File: src/rtl/fetch_queue_stage.sv
// Fetch stage: owns the PC, issues sequential fetches to a 1-cycle synchronous
// instruction memory and queues the returned instructions for decode.
module fetch_queue_stage #(
    parameter int IW     = 33,
    parameter int AW     = 9,
    parameter int PC_INC = 1,
    parameter int QDEPTH = 4,
    parameter logic [AW-1:0] RESET_PC = '0
) (
    input  logic                        clk,
    input  logic                        rst,
    input  logic                        redirect_e,
    input  logic [AW-1:0]               redirect_pc_e,
    input  logic                        stall_d,
    output logic [AW-1:0]               imem_addr,
    output logic                        imem_en,
    input  logic [IW-1:0]               imem_rdata,
    output logic                        valid_d,
    output logic [IW-1:0]               instr_d,
    output logic [AW-1:0]               pc_d,
    output logic [AW-1:0]               pc_plus_d,
    output logic [$clog2(QDEPTH):0]     q_count
);

    localparam int PW = $clog2(QDEPTH);
    localparam int CW = PW + 1;

    logic [AW-1:0] fetch_pc;
    logic [AW-1:0] resp_pc;
    logic          inflight;
    logic [PW-1:0] wr_ptr;
    logic [PW-1:0] rd_ptr;
    logic [CW-1:0] count;

    logic [IW-1:0] instr_mem   [QDEPTH];
    logic [AW-1:0] pc_mem      [QDEPTH];
    logic [AW-1:0] pc_plus_mem [QDEPTH];

    logic issue;
    logic push;
    logic pop;

    // Credit rule: queued entries plus the outstanding fetch never exceed QDEPTH,
    // so every returning response has a free slot.
    assign issue = !rst && !redirect_e && ((count + CW'(inflight)) < CW'(QDEPTH));
    assign push  = inflight && !redirect_e;
    assign pop   = valid_d && !stall_d && !redirect_e;

    always_ff @(posedge clk or posedge rst) begin
        if (rst) begin
            fetch_pc <= RESET_PC;
            resp_pc  <= '0;
            inflight <= 1'b0;
            wr_ptr   <= '0;
            rd_ptr   <= '0;
            count    <= '0;
        end else if (redirect_e) begin
            // Flush wins over stall and pop; the in-flight response is dropped.
            fetch_pc <= redirect_pc_e;
            inflight <= 1'b0;
            wr_ptr   <= '0;
            rd_ptr   <= '0;
            count    <= '0;
        end else begin
            inflight <= issue;
            if (issue) begin
                fetch_pc <= fetch_pc + AW'(PC_INC);
                resp_pc  <= fetch_pc;
            end
            if (push) wr_ptr <= wr_ptr + PW'(1);
            if (pop)  rd_ptr <= rd_ptr + PW'(1);
            case ({push, pop})
                2'b10:   count <= count + CW'(1);
                2'b01:   count <= count - CW'(1);
                default: count <= count;
            endcase
        end
    end

    // NOTE: queue storage has no reset; stale slots are never observed because
    // the outputs are gated by count, and leaving it unreset keeps it plain RAM.
    always_ff @(posedge clk) begin
        if (push) begin
            instr_mem[wr_ptr]   <= imem_rdata;
            pc_mem[wr_ptr]      <= resp_pc;
            pc_plus_mem[wr_ptr] <= resp_pc + AW'(PC_INC);
        end
    end

    assign imem_addr = fetch_pc;
    assign imem_en   = issue;
    assign q_count   = count;
    assign valid_d   = (count != '0);
    assign instr_d   = valid_d ? instr_mem[rd_ptr]   : '0;
    assign pc_d      = valid_d ? pc_mem[rd_ptr]      : '0;
    assign pc_plus_d = valid_d ? pc_plus_mem[rd_ptr] : '0;

endmodule
File: config.mk
export PLATFORM = sky130hd
export DESIGN_NAME = fetch_queue_stage
export DESIGN_NICKNAME = d
export VERILOG_FILES = /design/src/rtl/fetch_queue_stage.sv
export SDC_FILE = /design/constraint.sdc
export NUM_CORES = 1
export LEC_CHECK = 0
export ABC_AREA = 1
export CAP_MARGIN = 0
export CORE_MARGIN = 3
export CORE_UTILIZATION = 25
export DETAILED_ROUTE_END_ITERATION = 12
export DONT_BUFFER_PORTS = 1
export PLACE_DENSITY = 0.4
export SYNTH_ARGS = -nofsm -noshare
export SYNTH_HDL_FRONTEND = slang
export SYNTH_SLANG_ARGS = --single-unit
File: constraint.sdc
create_clock -name clk -period 3.5 [get_ports clk]
set_input_delay 0.7 -clock clk [delete_from_list [all_inputs] [get_ports clk]]
set_output_delay 0.7 -clock clk [all_outputs]
set_load 0.01 [all_outputs]
==> results of run 1 <==
how the worst max path moves through the flow:
stage,from,to
4_1_cts,q_count[0]$_DFFE_PP0P_,instr_d[9]
2_1_floorplan,redirect_e,instr_mem[0][0]$_DFFE_PP_
5_1_grt,q_count[0]$_DFFE_PP0P_,instr_d[14]
6_report,q_count[0]$_DFFE_PP0P_,instr_d[9]
3_3_place_gp,q_count[0]$_DFFE_PP0P_,instr_d[3]
3_5_place_dp,q_count[0]$_DFFE_PP0P_,instr_d[9]
critical path: stages, from the launching register on:
cell and delay, ns:
sky130_fd_sc_hd__dfrtp_1 0.49, sky130_fd_sc_hd__nor2_1 0.18, sky130_fd_sc_hd__nand2_2 0.16, sky130_fd_sc_hd__inv_2 0.70
sky130_fd_sc_hd__buf_4 0.35, sky130_fd_sc_hd__a21oi_1 0.12
layer usage:
metal  GRT usage  up-vias  share of wire
met3     0.03171       32          0.061
met4     0.02940        0          0.018
met1      0.1693     2832           0.48
met5           0        -              0
li1            -     2826              -
met2      0.1849      128           0.44
synth_stat cells, drive strengths merged:
library cell,n
a21boi,3
a21oi,53
buf,29
clkbuf,14
clkinv,1
dfrtp,26
edfxtp,204
fa,1
ha,6
inv,33
nand2,64
nand3,24
nand4,6
nor2,222
nor3,1
o21ai,117
xnor2,3
xor2,7
kinds of logic after synthesis:
kind of cell    count (synthesis)
xor+xnor                       10
simple gates                  317
buf+inv                        77
flops                         230
compound gates                173
fa+ha+maj                       7
power breakdown:
group          switching, uW  internal [uW]  leakage, uW  total, uW
combinational            614            205      0.00121        819
clock                   1060           1640     0.000419       2700
sequential               123           3130      0.00217       3250
total                   1790           4970      0.00380       6770
layout by cell type, fill, tap and decap left out, types with 3 or more instances in the layout:
| cell type | n |
|---|---|
| sky130_fd_sc_hd__clkbuf_16 | 29 |
| sky130_fd_sc_hd__buf_4 | 10 |
| sky130_fd_sc_hd__edfxtp_1 | 204 |
| sky130_fd_sc_hd__buf_12 | 4 |
| sky130_fd_sc_hd__o21ai_2 | 7 |
| sky130_fd_sc_hd__inv_1 | 27 |
| sky130_fd_sc_hd__ha_1 | 6 |
| sky130_fd_sc_hd__nand2_1 | 59 |
| sky130_fd_sc_hd__xnor2_1 | 3 |
| sky130_fd_sc_hd__clkinv_1 | 4 |
| sky130_fd_sc_hd__nand4_1 | 6 |
| sky130_fd_sc_hd__a21boi_1 | 3 |
| sky130_fd_sc_hd__xor2_1 | 7 |
| sky130_fd_sc_hd__nand2_2 | 5 |
| sky130_fd_sc_hd__clkbuf_8 | 3 |
| sky130_fd_sc_hd__o21ai_1 | 58 |
| sky130_fd_sc_hd__nor2_1 | 215 |
| sky130_fd_sc_hd__clkbuf_1 | 11 |
| sky130_fd_sc_hd__nand3_1 | 22 |
| sky130_fd_sc_hd__a21oi_1 | 52 |
| sky130_fd_sc_hd__inv_2 | 5 |
| sky130_fd_sc_hd__nor2_4 | 4 |
| sky130_fd_sc_hd__dfrtp_1 | 24 |
| sky130_fd_sc_hd__o21ai_0 | 52 |
metrics by stage:
| stage | utilization | setup slack [ns] | setup TNS (ns) |
|---|---|---|---|
| final | 0.2912 | 0.2381 | 0 |
| after global routing | 0.2912 | 0.02177 | 0 |
| after floorplan | - | -0.1815 | -37.02 |
| after CTS | 0.2912 | 0.1156 | 0 |
| after detailed placement | 0.2684 | 0.7015 | 0 |
| after global placement | 0.2684 | 0.7301 | 0 |
cell type report:
cell class,instances,area share
inverters,34,0.01186
clock buffers,43,0.07369
well taps,511,0.05829
flip-flops and latches,230,0.6182
repair buffers,14,0.01414
multi-input cells,507,0.2191
clock inverters,6,0.004677
flip-flops by register name (all words and copies together) (netlist names):
register,flops
q_count,3
resp_pc,9
pc_plus_mem,36
wr_ptr,2
imem_addr,9
instr_mem,132
pc_mem,36
inflight,1
rd_ptr,2
==> impl_metrics.prom, run 1 <==
# TYPE chip_impl_metric gauge
chip_impl_info{name="outcome",value="completed"} 1
chip_impl_metric{name="clock-skew-final",unit="ns"} 0.009074
chip_impl_metric{name="cts.repair.resized",unit=""} 0
chip_impl_metric{name="synthDominantCellAreaShare",unit=""} 0.6406
chip_impl_info{name="synth_area_leaders",value="sky130_fd_sc_hd__edfxtp_1 (64%), sky130_fd_sc_hd__nor2_1 (8.6%), sky130_fd_sc_hd__dfrtp_1 (6.8%)"} 1
chip_impl_metric{name="powerDensity",unit="mW/mm^2"} 617.0
chip_impl_metric{name="syn_avg_cell_area",unit="um^2"} 11.75
chip_impl_metric{name="cap_viol_max_count",unit=""} 0
chip_impl_metric{name="chipHeight",unit="um"} 201.6
chip_impl_info{name="setup.worst_path.start_class",value="flop"} 1
chip_impl_metric{name="die-area",unit="mm^2"} 0.04063
chip_impl_metric{name="floorplan.io_pins",unit=""} 111
chip_impl_metric{name="h-tree-depth",unit=""} 1
chip_impl_metric{name="route.detailed.vias_per_inst",unit=""} 4.326
chip_impl_metric{name="fillerInstances",unit=""} 3947
chip_impl_metric{name="placeableCoreArea",unit="mm^2"} 0.03767
chip_impl_metric{name="rows",unit=""} 71
chip_impl_metric{name="vias",unit=""} 5818
chip_impl_metric{name="detailedRoute.firstIterationViolations",unit=""} 274
chip_impl_info{name="critical_path_class",value="reg -> out"} 1
chip_impl_metric{name="hpwlAfterDp",unit="mm"} 14.45
chip_impl_metric{name="wl",unit="mm"} 24.67
chip_impl_metric{name="numPlacedInstances",unit=""} 1296
chip_impl_metric{name="critPathMaxFanout",unit=""} 36
chip_impl_metric{name="max_slew.worst_pin.slew",unit="ns"} 1.011
chip_impl_metric{name="numClockSinks",unit=""} 230
chip_impl_metric{name="cts_setup_buffers",unit=""} 0
chip_impl_metric{name="stdcell_count",unit=""} 1345
chip_impl_metric{name="cp_data_arrival_time",unit="ns"} 2.56
chip_impl_metric{name="synth-compound-area-share",unit=""} 0.09447
chip_impl_metric{name="synth_warnings",unit=""} 0
chip_impl_metric{name="post_route_cells_drive_above_1_share",unit=""} 0.09472
chip_impl_metric{name="post_cts_clock_slew_at_the_launch_and_capture_registers_of_the_worst_setup_and_hold_paths",unit="ns"} 0.05
chip_impl_metric{name="antennaDiodeCount",unit=""} 0
chip_impl_metric{name="initial_core_util",unit=""} 0.2539
chip_impl_metric{name="sequential_area_share_after_synthesis",unit=""} 0.7086
chip_impl_metric{name="post_synth_mux_area_share",unit=""} 0
chip_impl_metric{name="timing.final.max_slew_violations",unit=""} 0
chip_impl_info{name="rr_endpoint",value="pc_plus_mem[2][6]$_DFFE_PP_"} 1
chip_impl_metric{name="syn2layout_area_growth",unit="%"} 14.71
chip_impl_metric{name="via_count_of_the_first_global_routing_pass",unit=""} 5868
chip_impl_info{name="synth.largest_area_cell",value="sky130_fd_sc_hd__edfxtp_1"} 1
chip_impl_metric{name="post_synth_inst_count",unit=""} 814
chip_impl_metric{name="cts.hold.buffers_added",unit=""} 0
chip_impl_metric{name="post-layout-total-power",unit="uW"} 6768
chip_impl_metric{name="dr.pass1.iters",unit=""} 4
chip_impl_metric{name="worst_ir_drop_vdd",unit="uV"} 324.6
chip_impl_metric{name="synth.cell_area",unit="mm^2"} 0.009563
chip_impl_metric{name="finalCritPeriodShare",unit=""} 0.9320
chip_impl_metric{name="synth.ff_latch_count",unit=""} 230
chip_impl_metric{name="setup-violations-final",unit=""} 0
chip_impl_metric{name="r2r_setup_slack",unit="ns"} 1.40
chip_impl_metric{name="synth_adder_area_share",unit=""} 0.009944
chip_impl_info{name="clock-root-buffer",value="sky130_fd_sc_hd__clkbuf_16"} 1
chip_impl_info{name="tritoncts_clock_tree",value="built"} 1
chip_impl_metric{name="post-route-cell-area",unit="mm^2"} 0.01097
chip_impl_metric{name="route.antenna.remaining_nets",unit=""} 0
chip_impl_metric{name="multi_input_comb_area",unit="mm^2"} 0.002404
chip_impl_metric{name="yosys.area_share.xor_xnor",unit=""} 0.009159
chip_impl_metric{name="number_of_buffers_created_by_cts",unit=""} 28
chip_impl_metric{name="nets",unit=""} 868
chip_impl_metric{name="fin_worst_hold_slack",unit="ns"} 0.1722
chip_impl_metric{name="grt_use_total",unit=""} 0.1200
chip_impl_metric{name="cts_max_path_buffers",unit=""} 3
chip_impl_metric{name="synth-simple-area-share",unit=""} 0.1346
chip_impl_metric{name="place.port_buffers",unit=""} 0
chip_impl_metric{name="synth_nets",unit=""} 867
chip_impl_metric{name="placedInstanceArea",unit="mm^2"} 0.01011
chip_impl_metric{name="worstPathRequired",unit="ns"} 2.80
chip_impl_metric{name="grt_max_degree",unit=""} 104
chip_impl_info{name="main_combinational_cell_family_by_area_after_synthesis",value="simple AND/OR/NAND/NOR gates"} 1
chip_impl_metric{name="synth_cell_type_count",unit=""} 31
chip_impl_info{name="worst_setup_path_end_kind",value="output pin"} 1
chip_impl_metric{name="routed_wire_length_per_instance",unit="um"} 18.34
chip_impl_metric{name="clkLatencyLatePin",unit="ns"} 0.53
chip_impl_info{name="r2r_start",value="inflight$_DFF_PP0_"} 1
chip_impl_metric{name="maxSlewHeadroom",unit=""} 0.3252
chip_impl_metric{name="time_the_worst_path_needs_with_i_o_delays_and_setup",unit="ns"} 3.262
chip_impl_metric{name="fmax",unit="MHz"} 306.6
chip_impl_metric{name="place_congestion",unit=""} 0.6947
chip_impl_metric{name="die_width",unit="um"} 201.6
chip_impl_metric{name="grt_antenna_before_repair",unit=""} 0
chip_impl_metric{name="seqCellArea",unit="mm^2"} 0.006782
chip_impl_metric{name="first_pass_grt_wire_length",unit="mm"} 38.03
chip_impl_metric{name="route.detailed.drc",unit=""} 0
chip_impl_metric{name="count_of_endpoints_failing_hold_in_the_final_timing_report",unit=""} 0
chip_impl_info{name="rsz_0062_raised_after_global_routing",value="no"} 1
chip_impl_info{name="holdCritPathClass",value="in -> async"} 1
chip_impl_metric{name="r2r_cells",unit=""} 3
chip_impl_metric{name="power.leakage",unit="uW"} 0.003800
chip_impl_metric{name="grt.overflow.total",unit=""} 0
Note: power is estimated with default switching activity, not from simulation.
==> inputs of run 2 (changes only) <==
--- a/config.mk
+++ b/config.mk
@@ -11,7 +11,7 @@
 export CORE_UTILIZATION = 25
 export DETAILED_ROUTE_END_ITERATION = 12
 export DONT_BUFFER_PORTS = 1
-export PLACE_DENSITY = 0.4
+export PLACE_DENSITY = 0.42
 export SYNTH_ARGS = -nofsm -noshare
 export SYNTH_HDL_FRONTEND = slang
 export SYNTH_SLANG_ARGS = --single-unit
==> constraint.sdc (replaced) <==
create_clock -name clk -period 2.8 [get_ports clk]
set_input_delay 0.56 -clock clk [delete_from_list [all_inputs] [get_ports clk]]
set_output_delay 0.56 -clock clk [all_outputs]
set_load 0.01 [all_outputs]
==> impl_metrics.prom, run 2 (synthesis results as in run 1) <==
# TYPE chip_impl_metric gauge
chip_impl_metric{name="route.detailed.drc",unit=""} 0
chip_impl_metric{name="wl",unit="mm"} 24.34
chip_impl_metric{name="setup-violations-final",unit=""} 0
chip_impl_metric{name="delay_of_the_slowest_cell_on_the_worst_path",unit="ns"} 0.50
chip_impl_info{name="holdCritPathClass",value="in -> reg"} 1
chip_impl_metric{name="die-area",unit="mm^2"} 0.04063
chip_impl_metric{name="post_cts_clock_slew_at_the_launch_and_capture_registers_of_the_worst_setup_and_hold_paths",unit="ns"} 0.06
chip_impl_metric{name="vias",unit=""} 5933
chip_impl_info{name="rsz_0062_raised_after_global_routing",value="no"} 1
chip_impl_metric{name="routed_wire_length_per_instance",unit="um"} 17.86
chip_impl_metric{name="cp_data_arrival_time",unit="ns"} 2.12
chip_impl_info{name="critical_path_class",value="reg -> out"} 1
chip_impl_info{name="largest-register",value="instr_mem"} 1
chip_impl_info{name="timing.critical_path.slowest_stage_cell",value="sky130_fd_sc_hd__dfrtp_4"} 1
chip_impl_metric{name="hpwlAfterDp",unit="mm"} 14.36
chip_impl_metric{name="stdcell_count",unit=""} 1363
chip_impl_metric{name="cts.hold.buffers_added",unit=""} 1
chip_impl_metric{name="die_width",unit="um"} 201.6
chip_impl_metric{name="route.detailed.vias_per_inst",unit=""} 4.353
chip_impl_metric{name="placedInstanceArea",unit="mm^2"} 0.01029
chip_impl_metric{name="fmax",unit="MHz"} 372.8
chip_impl_metric{name="antennaDiodeCount",unit=""} 0
chip_impl_info{name="cp-startpoint",value="rd_ptr[0]$_DFFE_PP0P_"} 1
chip_impl_metric{name="timing.final.max_slew_violations",unit=""} 0
chip_impl_metric{name="max_slew.worst_pin.slew",unit="ns"} 0.5318
chip_impl_info{name="commonest_non_fill_non_tap_cells_in_the_layout",value="sky130_fd_sc_hd__nor2_1 (215), sky130_fd_sc_hd__edfxtp_1 (204), sky130_fd_sc_hd__nand2_1 (59)"} 1
chip_impl_metric{name="cts_max_path_buffers",unit=""} 3
chip_impl_metric{name="seqCellArea",unit="mm^2"} 0.006782
chip_impl_info{name="tritoncts_clock_tree",value="built"} 1
chip_impl_metric{name="crit_cells",unit=""} 4
chip_impl_metric{name="grt_use_total",unit=""} 0.1186
chip_impl_metric{name="finalCritPeriodShare",unit=""} 0.9580
chip_impl_info{name="timing.critical_path.max_delay_family",value="compound AO/OA/AOI/OAI gates"} 1
chip_impl_metric{name="time_the_worst_path_needs_with_i_o_delays_and_setup",unit="ns"} 2.682
chip_impl_metric{name="finalSetupTns",unit="ns"} 0
chip_impl_metric{name="placeableCoreArea",unit="mm^2"} 0.03767
chip_impl_metric{name="met3RoutedLength",unit="mm"} 1.463
chip_impl_metric{name="cts.repair.resized",unit=""} 0
chip_impl_metric{name="wirelength_met1",unit="mm"} 11.01
chip_impl_metric{name="clock-skew-final",unit="ns"} 0.02855
chip_impl_info{name="setup.worst_path.start_class",value="flop"} 1
chip_impl_metric{name="rows",unit=""} 71
chip_impl_metric{name="worst_hold_path_stage_count",unit=""} 1
chip_impl_metric{name="number_of_buffers_created_by_cts",unit=""} 28
chip_impl_metric{name="syn2layout_area_growth",unit="%"} 17.69
chip_impl_metric{name="nets",unit=""} 885
chip_impl_metric{name="power.leakage",unit="uW"} 0.003959
chip_impl_metric{name="detailroute.wirelength.met2",unit="mm"} 11.45
chip_impl_info{name="clock-root-buffer",value="sky130_fd_sc_hd__clkbuf_16"} 1
chip_impl_info{name="reg.largest.list",value="instr_mem x132, pc_mem x36, pc_plus_mem x36"} 1
chip_impl_metric{name="place.port_buffers",unit=""} 0
chip_impl_metric{name="first_pass_grt_wire_length",unit="mm"} 37.80
chip_impl_metric{name="clkLatencyLatePin",unit="ns"} 0.55
chip_impl_metric{name="fin_worst_hold_slack",unit="ns"} 0.06414
chip_impl_info{name="leading_cell_type_in_the_layout_fill_and_taps_excluded",value="sky130_fd_sc_hd__nor2_1"} 1
chip_impl_metric{name="dr.pass1.iters",unit=""} 6
chip_impl_metric{name="r2r_cells",unit=""} 12
chip_impl_metric{name="count_of_endpoints_failing_hold_in_the_final_timing_report",unit=""} 0
chip_impl_info{name="r2r_start",value="q_count[0]$_DFFE_PP0P_"} 1
chip_impl_metric{name="detailedRoute.firstIterationViolations",unit=""} 226
chip_impl_metric{name="numClockSinks",unit=""} 230
chip_impl_metric{name="worstPathRequired",unit="ns"} 2.24
chip_impl_metric{name="floorplan.io_pins",unit=""} 111
chip_impl_metric{name="critPathBufInv",unit=""} 2
chip_impl_metric{name="route.antenna.remaining_nets",unit=""} 0
chip_impl_info{name="top_layer",value="met4"} 1
chip_impl_metric{name="powerDensity",unit="mW/mm^2"} 788.6
chip_impl_metric{name="numPlacedInstances",unit=""} 1312
chip_impl_metric{name="r2r_setup_slack",unit="ns"} 0.77
chip_impl_metric{name="grt_max_degree",unit=""} 72
chip_impl_metric{name="initial_core_util",unit=""} 0.2539
chip_impl_metric{name="grt_antenna_before_repair",unit=""} 0
chip_impl_metric{name="post_route_cells_drive_above_1_share",unit=""} 0.1221
chip_impl_metric{name="cts_setup_buffers",unit=""} 0
chip_impl_metric{name="cap_viol_max_count",unit=""} 0
chip_impl_metric{name="h-tree-depth",unit=""} 1
chip_impl_metric{name="fillerInstances",unit=""} 3896
chip_impl_metric{name="post-route-cell-area",unit="mm^2"} 0.01125
chip_impl_metric{name="via_count_of_the_first_global_routing_pass",unit=""} 5998
chip_impl_info{name="outcome",value="completed"} 1
chip_impl_info{name="worstHoldStart",value="redirect_e"} 1
chip_impl_metric{name="maxSlewHeadroom",unit=""} 0.6451
chip_impl_metric{name="place_congestion",unit=""} 0.7481
chip_impl_metric{name="chipHeight",unit="um"} 201.6
chip_impl_metric{name="largest_register_ffs",unit=""} 132
chip_impl_info{name="worst_setup_path_end_kind",value="output pin"} 1
chip_impl_metric{name="worst_ir_drop_vdd",unit="uV"} 309.5
chip_impl_metric{name="critPathMaxFanout",unit=""} 32
chip_impl_metric{name="grt.overflow.total",unit=""} 0
chip_impl_metric{name="multi_input_comb_area",unit="mm^2"} 0.002404
chip_impl_info{name="crit_chain",value="inv_4, buf_12, o21ai_0, a21oi_1"} 1
run 2: cell types whose count changed in the layout (fill, tap and decap cells not counted), sizes merged:
cell,change
clkinv,+3
inv,+1
buf,+16
clkbuf,-5
bufinv,+2
dlygate4sd3,+1
run 2: path summary, 6_finish.rpt:
path,to
max,instr_d[10]
min,rd_ptr[1]$_DFFE_PP0P_
max reg2reg,q_count[2]$_DFFE_PP0P_
min reg2reg,wr_ptr[1]$_DFFE_PP0P_
max in group asynchronous,rd_ptr[0]$_DFFE_PP0P_
min in group asynchronous,imem_addr[6]$_DFFE_PP0P_
run 2: through the flow:
stage               worst slack, ns  power (uW)  utilization
floorplan                   -0.7415        4873            -
global placement             0.7181        5292       0.2733
finish                       0.1176        8875       0.2988
global route              0.0005742        9300       0.2988
CTS                         0.07823        9046       0.2988
detailed placement           0.6944        5293       0.2733
run 2: layer usage:
metal / vias up / track usage
li1: 2865 / -
met1: 2922 / 0.1566
met2: 118 / 0.1956
met3: 28 / 0.03171
met4: 0 / 0.02816
met5: - / 0
run 2: layout make-up:
cell class / count / area share
flip-flops and latches: 230 / 0.6026
multi-input cells: 507 / 0.2136
clock buffers: 38 / 0.07093
well taps: 511 / 0.05681
repair buffers: 31 / 0.03091
clock inverters: 12 / 0.01367
inverters: 34 / 0.01156
run 2: report_power, final:
part	internal (uW)	total, uW	switching, uW
clock	2270	3690	1420
sequential	3910	4050	144
combinational	337	1130	796
total	6510	8880	2360
==> inputs of run 3 (changes only) <==
--- a/config.mk
+++ b/config.mk
@@ -7,11 +7,12 @@
 export LEC_CHECK = 0
 export ABC_AREA = 1
 export CAP_MARGIN = 0
+export CORE_ASPECT_RATIO = 1.75
 export CORE_MARGIN = 3
 export CORE_UTILIZATION = 25
 export DETAILED_ROUTE_END_ITERATION = 12
 export DONT_BUFFER_PORTS = 1
-export PLACE_DENSITY = 0.42
+export PLACE_DENSITY = 0.4
 export SYNTH_ARGS = -nofsm -noshare
 export SYNTH_HDL_FRONTEND = slang
 export SYNTH_SLANG_ARGS = --single-unit
==> constraint.sdc (replaced) <==
create_clock -name clk -period 2.9 [get_ports clk]
set_input_delay 0.58 -clock clk [delete_from_list [all_inputs] [get_ports clk]]
set_output_delay 0.58 -clock clk [all_outputs]
set_load 0.01 [all_outputs]
==> impl_metrics.prom, run 3 (synthesis results as in run 1) <==
# TYPE chip_impl_metric gauge
chip_impl_metric{name="setup-violations-final",unit=""} 0
chip_impl_info{name="timing.critical_path.max_delay_family",value="buffers and inverters"} 1
chip_impl_metric{name="clkLatencyLatePin",unit="ns"} 0.53
chip_impl_metric{name="hpwlAfterDp",unit="mm"} 14.89
chip_impl_info{name="reg.largest.list",value="instr_mem x132, pc_mem x36, pc_plus_mem x36"} 1
chip_impl_metric{name="clock-skew-final",unit="ns"} 0.01860
chip_impl_metric{name="grt.overflow.total",unit=""} 0
chip_impl_info{name="timing.critical_path.slowest_stage_cell",value="sky130_fd_sc_hd__dfrtp_4"} 1
chip_impl_info{name="critical-path-top-cell-by-count",value="sky130_fd_sc_hd__nor2_1"} 1
chip_impl_info{name="clock-root-buffer",value="sky130_fd_sc_hd__clkbuf_16"} 1
chip_impl_metric{name="largest_register_ffs",unit=""} 132
chip_impl_metric{name="wl",unit="mm"} 24.94
chip_impl_metric{name="route.antenna.remaining_nets",unit=""} 0
chip_impl_metric{name="numPlacedInstances",unit=""} 1284
chip_impl_info{name="rsz_0062_raised_after_global_routing",value="no"} 1
chip_impl_metric{name="die-area",unit="mm^2"} 0.04073
chip_impl_metric{name="first_pass_grt_wire_length",unit="mm"} 37.44
chip_impl_metric{name="grt_antenna_before_repair",unit=""} 0
chip_impl_metric{name="post_route_cells_drive_above_1_share",unit=""} 0.1147
chip_impl_metric{name="chipHeight",unit="um"} 264.7
chip_impl_metric{name="grt_use_total",unit=""} 0.1202
chip_impl_metric{name="seqCellArea",unit="mm^2"} 0.006783
chip_impl_metric{name="die_width",unit="um"} 153.8
chip_impl_metric{name="placeableCoreArea",unit="mm^2"} 0.03764
chip_impl_info{name="tritoncts_clock_tree",value="built"} 1
chip_impl_info{name="leading_cell_type_in_the_layout_fill_and_taps_excluded",value="sky130_fd_sc_hd__nor2_1"} 1
chip_impl_metric{name="rows",unit=""} 94
chip_impl_metric{name="route.detailed.drc",unit=""} 0
chip_impl_metric{name="antennaDiodeCount",unit=""} 0
chip_impl_info{name="critical_path_class",value="reg -> out"} 1
chip_impl_metric{name="dp_slack",unit="ns"} 0.6744
chip_impl_metric{name="delay_of_the_slowest_cell_on_the_worst_path",unit="ns"} 0.45
chip_impl_metric{name="comb_power_share",unit=""} 0.140
chip_impl_metric{name="post_cts_clock_slew_at_the_launch_and_capture_registers_of_the_worst_setup_and_hold_paths",unit="ns"} 0.06
chip_impl_metric{name="multi_input_comb_area",unit="mm^2"} 0.002407
chip_impl_metric{name="power.leakage",unit="uW"} 0.003854
chip_impl_info{name="outcome",value="completed"} 1
chip_impl_info{name="worst_setup_path_end_kind",value="output pin"} 1
chip_impl_metric{name="cap_viol_max_count",unit=""} 0
chip_impl_info{name="setup.worst_path.start_class",value="flop"} 1
chip_impl_metric{name="fmax",unit="MHz"} 369.4
chip_impl_metric{name="critPathMaxFanout",unit=""} 76
chip_impl_metric{name="finalCritPeriodShare",unit=""} 0.9336
chip_impl_metric{name="grt_max_degree",unit=""} 77
chip_impl_info{name="largest-register",value="instr_mem"} 1
chip_impl_metric{name="place.port_buffers",unit=""} 0
chip_impl_metric{name="power.share.switching",unit=""} 0.2730
chip_impl_metric{name="routed_wire_length_per_instance",unit="um"} 18.81
chip_impl_metric{name="number_of_buffers_created_by_cts",unit=""} 25
chip_impl_metric{name="h-tree-depth",unit=""} 1
chip_impl_metric{name="fin_ws",unit="ns"} 0.1926
chip_impl_metric{name="critPathBufInv",unit=""} 2
chip_impl_metric{name="nets",unit=""} 884
chip_impl_metric{name="powerDensity",unit="mW/mm^2"} 720.7
chip_impl_metric{name="syn2layout_area_growth",unit="%"} 15.16
chip_impl_info{name="holdCritPathClass",value="in -> async"} 1
chip_impl_metric{name="max_slew.worst_pin.slew",unit="ns"} 0.7980
chip_impl_metric{name="numClockSinks",unit=""} 230
chip_impl_metric{name="worst_ir_drop_vdd",unit="uV"} 319.4
chip_impl_metric{name="via_count_of_the_first_global_routing_pass",unit=""} 6218
chip_impl_metric{name="power.switching",unit="uW"} 2166
chip_impl_metric{name="floorplan.io_pins",unit=""} 111
chip_impl_metric{name="clock_power_share",unit=""} 0.367
chip_impl_metric{name="maxSlewHeadroom",unit=""} 0.4674
chip_impl_metric{name="fillerInstances",unit=""} 3835
chip_impl_metric{name="worstPathRequired",unit="ns"} 2.32
chip_impl_info{name="crit_chain",value="buf_12, nor2_1, nor2_1, o21ai_0, a21oi_1, buf_4"} 1
chip_impl_metric{name="intPower",unit="uW"} 5770
chip_impl_metric{name="seq_power_share",unit=""} 0.493
chip_impl_metric{name="route.detailed.vias_per_inst",unit=""} 4.449
chip_impl_metric{name="dr.pass1.iters",unit=""} 6
chip_impl_metric{name="vias",unit=""} 5899
chip_impl_metric{name="initial_core_util",unit=""} 0.2541
chip_impl_metric{name="detailedRoute.firstIterationViolations",unit=""} 235
chip_impl_metric{name="post-layout-total-power",unit="uW"} 7937
chip_impl_metric{name="time_the_worst_path_needs_with_i_o_delays_and_setup",unit="ns"} 2.707
chip_impl_info{name="commonest_non_fill_non_tap_cells_in_the_layout",value="sky130_fd_sc_hd__nor2_1 (215), sky130_fd_sc_hd__edfxtp_1 (204), sky130_fd_sc_hd__nand2_1 (59)"} 1
chip_impl_metric{name="count_of_endpoints_failing_hold_in_the_final_timing_report",unit=""} 0
chip_impl_metric{name="cts_max_path_buffers",unit=""} 3
chip_impl_metric{name="timing.final.max_slew_violations",unit=""} 0
chip_impl_metric{name="stdcell_count",unit=""} 1326
chip_impl_metric{name="place_congestion",unit=""} 0.7331
chip_impl_metric{name="cp_data_arrival_time",unit="ns"} 2.13
-- run 3: worst paths after layout --
kind                                              from                       end  slack, ns  depth (start not counted)
worst max-delay path             rd_ptr[0]$_DFFE_PP0P_              pc_plus_d[4]       0.19                          6
worst min-delay path                               rst  imem_addr[8]$_DFFE_PP0P_       0.09                          1
worst max register to register  q_count[1]$_DFFE_PP0P_    q_count[2]$_DFFE_PP0P_       0.93                         11
worst min register to register   wr_ptr[1]$_DFFE_PP0P_     wr_ptr[1]$_DFFE_PP0P_       0.55                          2
max in group asynchronous                          rst    resp_pc[4]$_DFFE_PP0P_       2.16                          2
min in group clk                            redirect_e     rd_ptr[0]$_DFFE_PP0P_       0.12                          1
-- run 3: power by group through the flow --
stage | clock, uW | combinational, uW | sequential (uW)
after floorplan | 0 | 773 | 3930
after global placement | 0 | 1150 | 3980
after detailed placement | 0 | 1150 | 3980
after CTS | 3030 | 1160 | 3910
after global routing | 3130 | 1260 | 3930
final | 2910 | 1110 | 3910
-- run 3: cell type report --
type | instances | share of cell area
flip-flops and latches | 230 | 0.6159
multi-input cells | 507 | 0.2186
clock buffers | 29 | 0.05817
well taps | 480 | 0.05453
repair buffers | 33 | 0.03272
inverters | 34 | 0.01182
clock inverters | 13 | 0.008294
-- run 3: stage by stage --
| step | util | hold slack, ns | instance area [um^2] | setup TNS, ns |
|---|---|---|---|---|
| final | 0.2926 | 0.09335 | 11010 | 0 |
| after global placement | 0.2730 | 0.5239 | 10280 | 0 |
| after CTS | 0.2925 | 0.08029 | 11010 | 0 |
| after floorplan | - | 0.4923 | 9563 | -134.94 |
| after global routing | 0.2926 | 0.1025 | 11010 | 0 |
| after detailed placement | 0.2730 | 0.5502 | 10280 | 0 |
-- run 3: layer usage --
metal / up-vias / global-route usage / part of all wire
li1: 2854 / - / -
met5: - / 0 / 0
met2: 128 / 0.2233 / 0.53
met1: 2868 / 0.1302 / 0.38
met3: 49 / 0.02270 / 0.045
met4: 0 / 0.05662 / 0.043
-- run 3: worst register-to-register path: cells and delay by family, from the launching register on --
kind | cells | cell delay, ns
adders and majority gates | 1 | 0.37
xor gates and xnor gates | 1 | 0.20
DFF | 1 | 0.48
and+or+nand+nor | 7 | 0.67
buffers and inverters | 2 | 0.13
-- run 3: timing repair --
action / CTS / global route
hold buffers: 0 / 0
resized for setup: 0 / 2
buffers inserted: 0 / 0
endpoints found under the setup margin: 0 / 2
hold endpoints to repair: 0 / 0
